<file path="src/rtl/axis_mc_pkg.sv">
// Shared register map and status/control bit positions for the multi-channel AXI-stream CPU bridge.
// Register offsets are byte offsets within the 256-byte decode window.
package axis_mc_pkg;

  localparam logic [3:0] REG_DATA     = 4'h0;
  localparam logic [3:0] REG_STATUS   = 4'h4;
  localparam logic [3:0] REG_CTRL     = 4'h8;
  localparam logic [7:0] OFF_IRQ_PEND = 8'h40;

  localparam int ST_EMPTY     = 0;
  localparam int ST_FULL      = 1;
  localparam int ST_STALL     = 2;
  localparam int ST_UNDERFLOW = 3;
  localparam int ST_COUNT_LSB = 16;

  localparam int CTRL_IRQ_EN = 0;
  localparam int CTRL_FLUSH  = 1;

  typedef struct packed {
    logic stall;
    logic underflow;
  } sticky_t;

  function automatic logic [31:0] status_word(input logic empty, input logic full,
                                              input sticky_t st, input logic [7:0] count);
    logic [31:0] w;
    w = '0;
    w[ST_EMPTY]              = empty;
    w[ST_FULL]               = full;
    w[ST_STALL]              = st.stall;
    w[ST_UNDERFLOW]          = st.underflow;
    w[ST_COUNT_LSB +: 8]     = count;
    return w;
  endfunction

endpackage

</file>
<file path="src/rtl/axis_mc_fifo.sv">
// Synchronous FIFO with combinational head; push/pop take effect at the clock edge.
// Push is ignored when full and pop when empty; flush clears pointers and count, overriding both.
module axis_mc_fifo #(
  parameter int DATA_W = 8,
  parameter int DEPTH  = 8
) (
  input  logic                    clk,
  input  logic                    rst,
  input  logic                    push,
  input  logic                    pop,
  input  logic                    flush,
  input  logic [DATA_W-1:0]       din,
  output logic [DATA_W-1:0]       dout,
  output logic                    full,
  output logic                    empty,
  output logic [$clog2(DEPTH):0]  count
);

  localparam int AW = $clog2(DEPTH);
  localparam logic [AW:0] FULL_CNT = DEPTH[AW:0];

  logic [DATA_W-1:0] mem [DEPTH];
  logic [AW-1:0]     wptr;
  logic [AW-1:0]     rptr;
  logic              do_push;
  logic              do_pop;

  assign full    = (count == FULL_CNT);
  assign empty   = (count == '0);
  assign do_push = push && !full;
  assign do_pop  = pop && !empty;
  assign dout    = mem[rptr];

  // Power-of-two depth lets the pointers wrap by natural overflow.
  always_ff @(posedge clk) begin
    if (rst || flush) begin
      wptr  <= '0;
      rptr  <= '0;
      count <= '0;
    end else begin
      if (do_push) wptr <= wptr + 1'b1;
      if (do_pop)  rptr <= rptr + 1'b1;
      case ({do_push, do_pop})
        2'b10:   count <= count + 1'b1;
        2'b01:   count <= count - 1'b1;
        default: ;
      endcase
    end
  end

  always_ff @(posedge clk) begin
    if (do_push && !flush && !rst) mem[wptr] <= din;
  end

endmodule

</file>
<file path="src/rtl/axis_mc_if.sv">
// CPU-mapped bridge draining CHANNELS AXI-stream slaves into per-channel FIFOs; read data registered 1 cycle.
// tready drops while a channel FIFO is full; interrupt logic only when AXIS_MC_IRQ_EN is defined.
module axis_mc_if
  import axis_mc_pkg::*;
#(
  parameter int          CHANNELS = 2,
  parameter int          DATA_W   = 8,
  parameter int          DEPTH    = 8,
  parameter logic [31:0] BASE     = 32'he4000000
) (
  input  logic                         clk_i,
  input  logic                         rst_i,
  input  logic [31:0]                  addr_i,
  input  logic [31:0]                  data_i,
  input  logic                         data_w_i,
  output logic [31:0]                  data_o,
  output logic                         data_access_o,
  output logic                         irq_o,
  input  logic [CHANNELS-1:0]          s_axis_tvalid_i,
  output logic [CHANNELS-1:0]          s_axis_tready_o,
  input  logic [CHANNELS*DATA_W-1:0]   s_axis_tdata_i
);

  localparam int CW = $clog2(DEPTH) + 1;

  logic [7:0]                 off;
  logic                       hit;
  logic                       rd;
  logic                       wr;
  logic                       rd_dly;
  logic [31:0]                prev_addr;
  logic                       held;
  logic                       first_rd;
  logic [31:0]                rdata;
  logic [CHANNELS-1:0]        full;
  logic [CHANNELS-1:0]        empty;
  logic [CHANNELS-1:0]        irq_en;
  logic [CHANNELS-1:0]        pend;
  sticky_t [CHANNELS-1:0]     sticky_v;
  logic [CHANNELS*DATA_W-1:0] head_flat;
  logic [CHANNELS*CW-1:0]     cnt_flat;
  logic                       unused_bits;

  assign off           = addr_i[7:0];
  assign hit           = (addr_i[31:8] == BASE[31:8]);
  assign data_access_o = hit;
  assign rd            = hit && !data_w_i;
  assign wr            = hit && data_w_i;
  // A read held on the same address across cycles is one access: only its first cycle pops.
  assign held          = rd_dly && (prev_addr == addr_i);
  assign first_rd      = rd && !held;
  assign pend          = ~empty & irq_en;
  assign unused_bits   = ^data_i;

  for (genvar c = 0; c < CHANNELS; c++) begin : g_ch
    logic           sel;
    logic           pop;
    logic           push;
    logic           flush;
    logic           st_wr;
    logic           ctrl_wr;
    logic           en;
    logic [CW-1:0]  cnt;
    sticky_t        sticky;

    assign sel     = hit && (off[7:4] == 4'(c));
    assign pop     = first_rd && sel && (off[3:0] == REG_DATA);
    assign st_wr   = wr && sel && (off[3:0] == REG_STATUS);
    assign ctrl_wr = wr && sel && (off[3:0] == REG_CTRL);
    assign flush   = ctrl_wr && data_i[CTRL_FLUSH];
    assign s_axis_tready_o[c] = !full[c] && !rst_i;
    assign push    = s_axis_tvalid_i[c] && s_axis_tready_o[c];

    axis_mc_fifo #(
      .DATA_W (DATA_W),
      .DEPTH  (DEPTH)
    ) u_fifo (
      .clk   (clk_i),
      .rst   (rst_i),
      .push  (push),
      .pop   (pop),
      .flush (flush),
      .din   (s_axis_tdata_i[c*DATA_W +: DATA_W]),
      .dout  (head_flat[c*DATA_W +: DATA_W]),
      .full  (full[c]),
      .empty (empty[c]),
      .count (cnt)
    );

    assign cnt_flat[c*CW +: CW] = cnt;
    assign sticky_v[c]          = sticky;
    assign irq_en[c]            = en;

    // A live stall/underflow condition wins over a same-cycle clear.
    always_ff @(posedge clk_i) begin
      if (rst_i) begin
        sticky <= '0;
      end else begin
        if (st_wr)                         sticky           <= '0;
        if (s_axis_tvalid_i[c] && full[c]) sticky.stall     <= 1'b1;
        if (pop && empty[c])               sticky.underflow <= 1'b1;
      end
    end

`ifdef AXIS_MC_IRQ_EN
    always_ff @(posedge clk_i) begin
      if (rst_i)        en <= 1'b0;
      else if (ctrl_wr) en <= data_i[CTRL_IRQ_EN];
    end
`else
    assign en = 1'b0;
`endif
  end

  always_comb begin
    rdata = '0;
    for (int c = 0; c < CHANNELS; c++) begin
      if (off[7:4] == 4'(c)) begin
        case (off[3:0])
          REG_DATA:   if (!empty[c]) rdata = 32'(head_flat[c*DATA_W +: DATA_W]);
          REG_STATUS: rdata = status_word(empty[c], full[c], sticky_v[c],
                                          8'(cnt_flat[c*CW +: CW]));
          REG_CTRL:   rdata[CTRL_IRQ_EN] = irq_en[c];
          default:    ;
        endcase
      end
    end
    if (off == OFF_IRQ_PEND) rdata = 32'(pend);
  end

  // Repeated cycles of a held DATA read keep the value popped on the first cycle.
  always_ff @(posedge clk_i) begin
    if (rst_i) begin
      data_o    <= '0;
      rd_dly    <= 1'b0;
      prev_addr <= '0;
    end else begin
      rd_dly    <= rd;
      prev_addr <= addr_i;
      if (rd && !(held && off[3:0] == REG_DATA)) data_o <= rdata;
    end
  end

`ifdef AXIS_MC_IRQ_EN
  always_ff @(posedge clk_i) begin
    if (rst_i) irq_o <= 1'b0;
    else       irq_o <= |pend;
  end
`else
  assign irq_o = 1'b0;
`endif

endmodule

</file>
<file path="config.mk">
export PLATFORM = sky130hd
export DESIGN_NAME = axis_mc_if
export DESIGN_NICKNAME = d
export VERILOG_FILES = /design/src/rtl/axis_mc_pkg.sv /design/src/rtl/axis_mc_fifo.sv /design/src/rtl/axis_mc_if.sv
export SDC_FILE = /design/constraint.sdc
export NUM_CORES = 1
export LEC_CHECK = 0
export ABC_CLOCK_PERIOD_IN_PS = 8500
export CAP_MARGIN = 40
export CORE_MARGIN = 3
export CORE_UTILIZATION = 55
export DETAILED_ROUTE_END_ITERATION = 16
export PLACE_DENSITY = 0.8
export RECOVER_POWER = 25
export SLEW_MARGIN = 20
export SYNTH_ARGS = -nofsm -noshare
export SYNTH_HDL_FRONTEND = slang
export SYNTH_SLANG_ARGS = --single-unit
</file>
<file path="constraint.sdc">
create_clock -name clk_i -period 8.5 [get_ports clk_i]
set_clock_uncertainty 0.15 [all_clocks]
set_input_delay 1.275 -clock clk_i [delete_from_list [all_inputs] [get_ports clk_i]]
set_output_delay 1.275 -clock clk_i [all_outputs]
set_load 0.02 [all_outputs]
</file>
# Yosys cells after proc, flatten, opt, wreduce, memory -nomap -nowiden

Memories as Yosys holds them, arrays and structs flattened. A register that Yosys moved wholly into a read port is not among the register bits.
Cells that the tools add are included.

Register bits after elaboration: 89
RAM bits: 128
Output and inout bits: 36
Memories: 2

Add/sub/neg operators: 8
Eq/ne operators: 12
Mux-type cells: 25
Reduce and logical (&&, ||, !) cells: 58

Memory list:

| memory             | depth | bits a word | rd ports | clocked after Yosys merged registers in | wr ports | RTL line           | source |
|---|---|---|---|---|---|---|---|
| g_ch[0].u_fifo.mem | 8     | 8           | 1        | 1                                       | 1        | axis_mc_fifo.sv:22 | `logic [DATA_W-1:0] mem [DEPTH];` |
| g_ch[1].u_fifo.mem | 8     | 8           | 1        | 1                                       | 1        | axis_mc_fifo.sv:22 |  |

Operators by type and width:

| cell                                              | number |
|---|---|
| two-way mux 32 bit                                | 4 |
| one-hot mux 31 bit (2 select lines)               | 2 |
| logical AND 1 bit                                 | 36 |
| == test 32 bit                                    | 1 |
| == test 24 bit (second input constant)            | 1 |
| zero test 4 bit                                   | 4 |
| one-hot mux 4 bit (2 select lines)                | 2 |
| adder 3 x 1 -> 3 bit (second input constant)      | 4 |
| == test 4 bit (second input constant)             | 3 |
| two-way mux 3 bit                                 | 4 |
| nonzero test 2 bit                                | 6 |
| zero test 1 bit                                   | 10 |
| adder 4 x 1 -> 4 bit (second input constant)      | 2 |
| == test 8 x 7 -> 1 bit (second input constant)    | 1 |
| two-way mux 1 bit                                 | 8 |
| two-way mux 8 bit                                 | 1 |
| subtractor 4 x 1 -> 4 bit (second input constant) | 2 |
| == test 2 x 1 -> 1 bit (second input constant)    | 2 |
| == test 2 bit (second input constant)             | 2 |
| == test 4 x 1 -> 1 bit (second input constant)    | 1 |
| == test 4 x 3 -> 1 bit (second input constant)    | 1 |
| two-way mux 2 bit                                 | 2 |
| one-hot mux 1 bit (3 select lines)                | 1 |
| logical OR 1 bit                                  | 2 |
| one-hot mux 1 bit (2 select lines)                | 1 |

# Depth between registers and ports, before layout

Word-level depth: 10
Mapped depth: 14

# Modules after synthesis

A second synthesis with hierarchy kept.

Cell total of the unflattened synthesis: 622
Area, all modules: 8866.0 um^2

By module, submodules not included:

| module       | instances | cells an instance | area each (um^2) | seq. area each (um^2) |
|---|---|---|---|---|
| axis_mc_fifo | 2         | 170               | 3128.0           | 2182.1 |
| axis_mc_if   | 1         | 282               | 2610.0           | 980.9 |

# Least setup slack after synthesis

Ideal clock, no wire load.

Path kind: input to register
Start point: input addr_i[2]
End point: register g_ch[1].u_fifo.count[2]
Setup time: 0.128 ns
Arrival: 3.618 ns
Setup slack: 4.604 ns
Stages on the path: 14
Path through: buf_2 -> xnor2_1 -> nand4_1 -> nor4_2 -> nand4b_1 -> nor3b_1 -> ha_1 -> xor2_1 -> ha_1 -> a21oi_1 -> xor2_1 -> nor2_1 -> xnor2_1 -> nor2_1

Word-level cells in the longest chain between the ends: 9

RTL lines:

| what                                                                     | RTL line           | source |
|---|---|---|
| start: declaration                                                       | axis_mc_if.sv:13   | `input logic [31:0] addr_i,` |
| == test 32 bit                                                           | axis_mc_if.sv:50   | `assign held = rd_dly && (prev_addr == addr_i);` |
| logical AND 1 bit                                                        | axis_mc_if.sv:50   |  |
| zero test 1 bit                                                          | axis_mc_if.sv:51   | `assign first_rd = rd && !held;` |
| logical AND 1 bit                                                        | axis_mc_if.sv:51   |  |
| logical AND 1 bit (2 in a row)                                           | axis_mc_if.sv:67   | `assign pop = first_rd && sel && (off[3:0] == REG_DATA);` |
| logical AND 1 bit                                                        | axis_mc_fifo.sv:31 | `assign do_pop = pop && !empty;` |
| == test 2 x 1 -> 1 bit or == test 2 bit (tied branches)                  | axis_mc_fifo.sv:43 | `case ({do_push, do_pop})` |
| one-hot mux 4 bit (2 select lines) or nonzero test 2 bit (tied branches) | --                 |  |
| end signal: assignment                                                   | axis_mc_fifo.sv:44 | `2'b10: count <= count + 1'b1;` |
| end signal: assignment                                                   | axis_mc_fifo.sv:45 | `2'b01: count <= count - 1'b1;` |
| end: declaration                                                         | axis_mc_fifo.sv:16 | `output logic [$clog2(DEPTH):0] count` |

Several ways; a longest one is shown, not always the timed one.
A chain may end at the register's enable or synchronous reset.

# Final worst setup path

Start point: input addr_i[28]
End point: output data_access_o

Word-level cells in the longest chain between the ends: 1

RTL lines:

| what             | RTL line         | source |
|---|---|---|
| == test 24 bit   | axis_mc_if.sv:45 | `assign hit = (addr_i[31:8] == BASE[31:8]);` |
| end: declaration | axis_mc_if.sv:17 | `output logic data_access_o,` |

No other way between the ends.

==> impl_metrics.env <==
export IMPL_synth_warnings=0
export IMPL_synthFlopType="edfxtp_1"
export IMPL_p_int_mw=1.61
export IMPL_swShare_pct=20.3
export IMPL_multi_input_area_um2=2980
export IMPL_rows=44
export IMPL_hold_violations=0
export IMPL_start_kind="input port"
export IMPL_grt_overflow=0
export IMPL_min_path_type="reg2reg"
export IMPL_drive_gt1_share_pct=14.7
export IMPL_grt_max_degree=30
export IMPL_synth_area_um2=8530
export IMPL_drt_pass1_iter_count=5
export IMPL_final_nets=770
export IMPL_rsz0062_at_grt="false"
export IMPL_dp_cells=832
export IMPL_maxSlewViolCount=0
export IMPL_synth_top_area_share_pct=45.1
export IMPL_cts_sinks=203
export IMPL_timing_rr_end="g_ch[0].u_fifo.count[2]$_SDFFE_PP0P_"
export IMPL_reg2regPathDepth=13
export IMPL_max_freq_mhz=223
export IMPL_core_region_area_um2=14900
export IMPL_postCtsHoldBufs=0
export IMPL_h_tree_depth=1
export IMPL_grtUsageTotal_pct=20.6
export IMPL_async_reset_ff_share_pct=0
export IMPL_clockRootBuffer="clkbuf_16"
export IMPL_stdcell_count=873
export IMPL_portBuffers=68
export IMPL_power_frac_comb_pct=5.6
export IMPL_cts_clk_slew_worst_paths_ns=0.05
export IMPL_start_util_pct=57.4
export IMPL_tightest_slew_ns=0.881
export IMPL_holdPathStages=2
export IMPL_ios=121
export IMPL_drt_iter0_drc=363
export IMPL_die_area_um2=17000
export IMPL_r2r_start="prev_addr[5]$_SDFF_PP0_"
export IMPL_hpwl_um=11900
export IMPL_clk_path_buf_depth=3
export IMPL_gp_congestion=0.843
export IMPL_ys_ff_latch=203
export IMPL_synth_edf_count=128
export IMPL_syn2layout_area_growth_pct=17.7
export IMPL_max_cap_viol_count=0
export IMPL_ys_types=57
export IMPL_maxSlewHeadroom_pct=41.1
export IMPL_grt_pass1_vias=5047
export IMPL_ff_latch_area_um2=5350
export IMPL_drcViolationCount=0
export IMPL_hp_start="g_ch[0].sticky[0]$_SDFFE_PP0P_"
export IMPL_clockPowerShare_pct=41.4
export IMPL_routedWlPerCell_um=20.1
export IMPL_yosysTopAreaCell="edfxtp_1"
export IMPL_cts_tree="done"
export IMPL_whs_ns=0.323
export IMPL_post_cts_resize_count=0
export IMPL_leakage_nw=3.28
export IMPL_end_kind="output pin"
export IMPL_outcome="complete, no violations"
export IMPL_setup_viol=0
export IMPL_critical_path_class="in2out"
export IMPL_vias=5075
export IMPL_peakVddDrop_mv=0.165
export IMPL_antenna_found_initial=0
export IMPL_antenna_cells=0
export IMPL_final_core_util_pct=67.6
export IMPL_cp_max_fo=3
export IMPL_fin_tns_setup_ns=0
export IMPL_die_y_um=131
export IMPL_fin_crit_ns=4.48
export IMPL_mostFrequentLayoutCell="edfxtp_1"
export IMPL_synth_area_leaders="edfxtp_1 (45%), dfxtp_1 (18%), mux4_2 (8.4%)"
export IMPL_netlist_instances=592
export IMPL_fillers=997
export IMPL_seq_power_share_pct=53.1
export IMPL_pwr_density_cell_nw_per_um2=201
export IMPL_routed_via_density=5.81
export IMPL_p_switching_mw=0.412
export IMPL_antenna_left=0
export IMPL_required_ns=7.07
export IMPL_arrival_ns=3.05
export IMPL_die_width_um=131
export IMPL_ys_seq_area_share_pct=62.7
export IMPL_grt_pass1_wl_um=27000
export IMPL_rrSetupSlack_ns=5.12
export IMPL_clock_latency_ns=0.48
export IMPL_numCtsBuffers=21
export IMPL_final_cell_mix="edfxtp_1 (128), dfxtp_1 (75), nor2_1 (60), clkdlybuf4s50_1 (49), xnor2_1 (37)"
export IMPL_postCtsSetupRepairBufs=0
export IMPL_avgSynthCellArea_um2=14.4
export IMPL_routed_wl_um=17600
export IMPL_timing_final_crit_share_pct=52.7
export IMPL_min_to="g_ch[0].sticky[0]$_SDFFE_PP0P_"
==> worst max-delay path, cell delays in order <==
cell	delay, ns
dlygate4sd3_1	0.61
nor4b_2	0.24
nand4_1	0.18
nor2_1	0.14
clkdlybuf4s50_1	0.61
==> worst max path at each step <==
| stage | from | end | slack [ns] | cells past startpoint |
|---|---|---|---|---|
| 2_1_floorplan | addr_i[2] | g_ch[1].u_fifo.count[2]$_SDFFE_PP0P_ | 4.60 | 14 |
| 3_3_place_gp | addr_i[4] | g_ch[0].u_fifo.count[2]$_SDFFE_PP0P_ | 3.37 | 12 |
| 3_5_place_dp | addr_i[2] | g_ch[0].u_fifo.count[2]$_SDFFE_PP0P_ | 3.62 | 14 |
| 4_1_cts | addr_i[9] | data_access_o | 4.05 | 5 |
| 5_1_grt | addr_i[2] | g_ch[1].u_fifo.count[3]$_SDFFE_PP0P_ | 3.88 | 13 |
| 6_report | addr_i[28] | data_access_o | 4.02 | 5 |
==> power by group through the flow <==
stage,sequential [mW],clock (mW),combinational [mW]
after floorplan,1.09,0,0.0673
after global placement,1.09,0,0.107
after detailed placement,1.09,0,0.113
after CTS,1.07,0.855,0.114
after global routing,1.07,0.895,0.122
final,1.07,0.837,0.113
==> state kept, by name, indices dropped and copies added (netlist names), named ones only <==
name / cells
g_ch.u_fifo.wptr: 6
data_o: 12
rd_dly: 1
prev_addr: 32
g_ch.sticky: 4
g_ch.u_fifo.mem: 128
g_ch.u_fifo.rptr: 6
g_ch.u_fifo.count: 8
==> layer usage <==
layer  track usage, %  part of all wire, %
met1             27.5                   41
met2             35.2                   50
met3             3.01                  6.6
met4             6.17                  2.3
met5                0                    0
==> cell families after synthesis <==
| family | count (synthesis) | synth area share [%] |
|---|---|---|
| mux | 57 | 11.4 |
| simple gates | 175 | 11.3 |
| other cells | 1 | 0.0440 |
| xor+xnor | 47 | 4.83 |
| fa+ha+maj | 10 | 1.47 |
| buf+inv | 48 | 3.36 |
| flops | 203 | 62.7 |
| compound gates | 51 | 4.94 |
==> synthesized netlist by cell type (4+ instances only) <==
cell type	count
edfxtp_1	128
dfxtp_1	75
nor2_1	60
xnor2_1	37
nor2b_1	34
mux4_2	32
mux2i_1	24
buf_4	21
clkbuf_1	14
nand2_1	14
a21oi_1	13
nand3_1	12
ha_1	10
nor3_1	10
xor2_1	10
nand4_1	9
a22oi_1	8
buf_2	7
nand2b_1	6
nor4_1	5
nor3_2	4
o221a_2	4
==> metrics by stage <==
| stage | setup WS, ns | cell area [um^2] | power [mW] |
|---|---|---|---|
| 2_1_floorplan | 4.60 | 8610 | 1.16 |
| 3_3_place_gp | 3.37 | 9280 | 1.20 |
| 3_5_place_dp | 3.62 | 9380 | 1.21 |
| 4_1_cts | 4.05 | 10000 | 2.04 |
| 5_1_grt | 3.88 | 10000 | 2.09 |
| 6_report | 4.02 | 10000 | 2.02 |
==> final cells by class <==
type	instances	share of cell area, %
clock buffer	33	5.78
clock inverter	4	0.424
inverter	2	0.0747
multi-input combinational	361	29.7
sequential	203	53.2
tap	184	2.29
timing repair buffer	86	8.55
No activity file was read; power rests on OpenSTA's default activity.
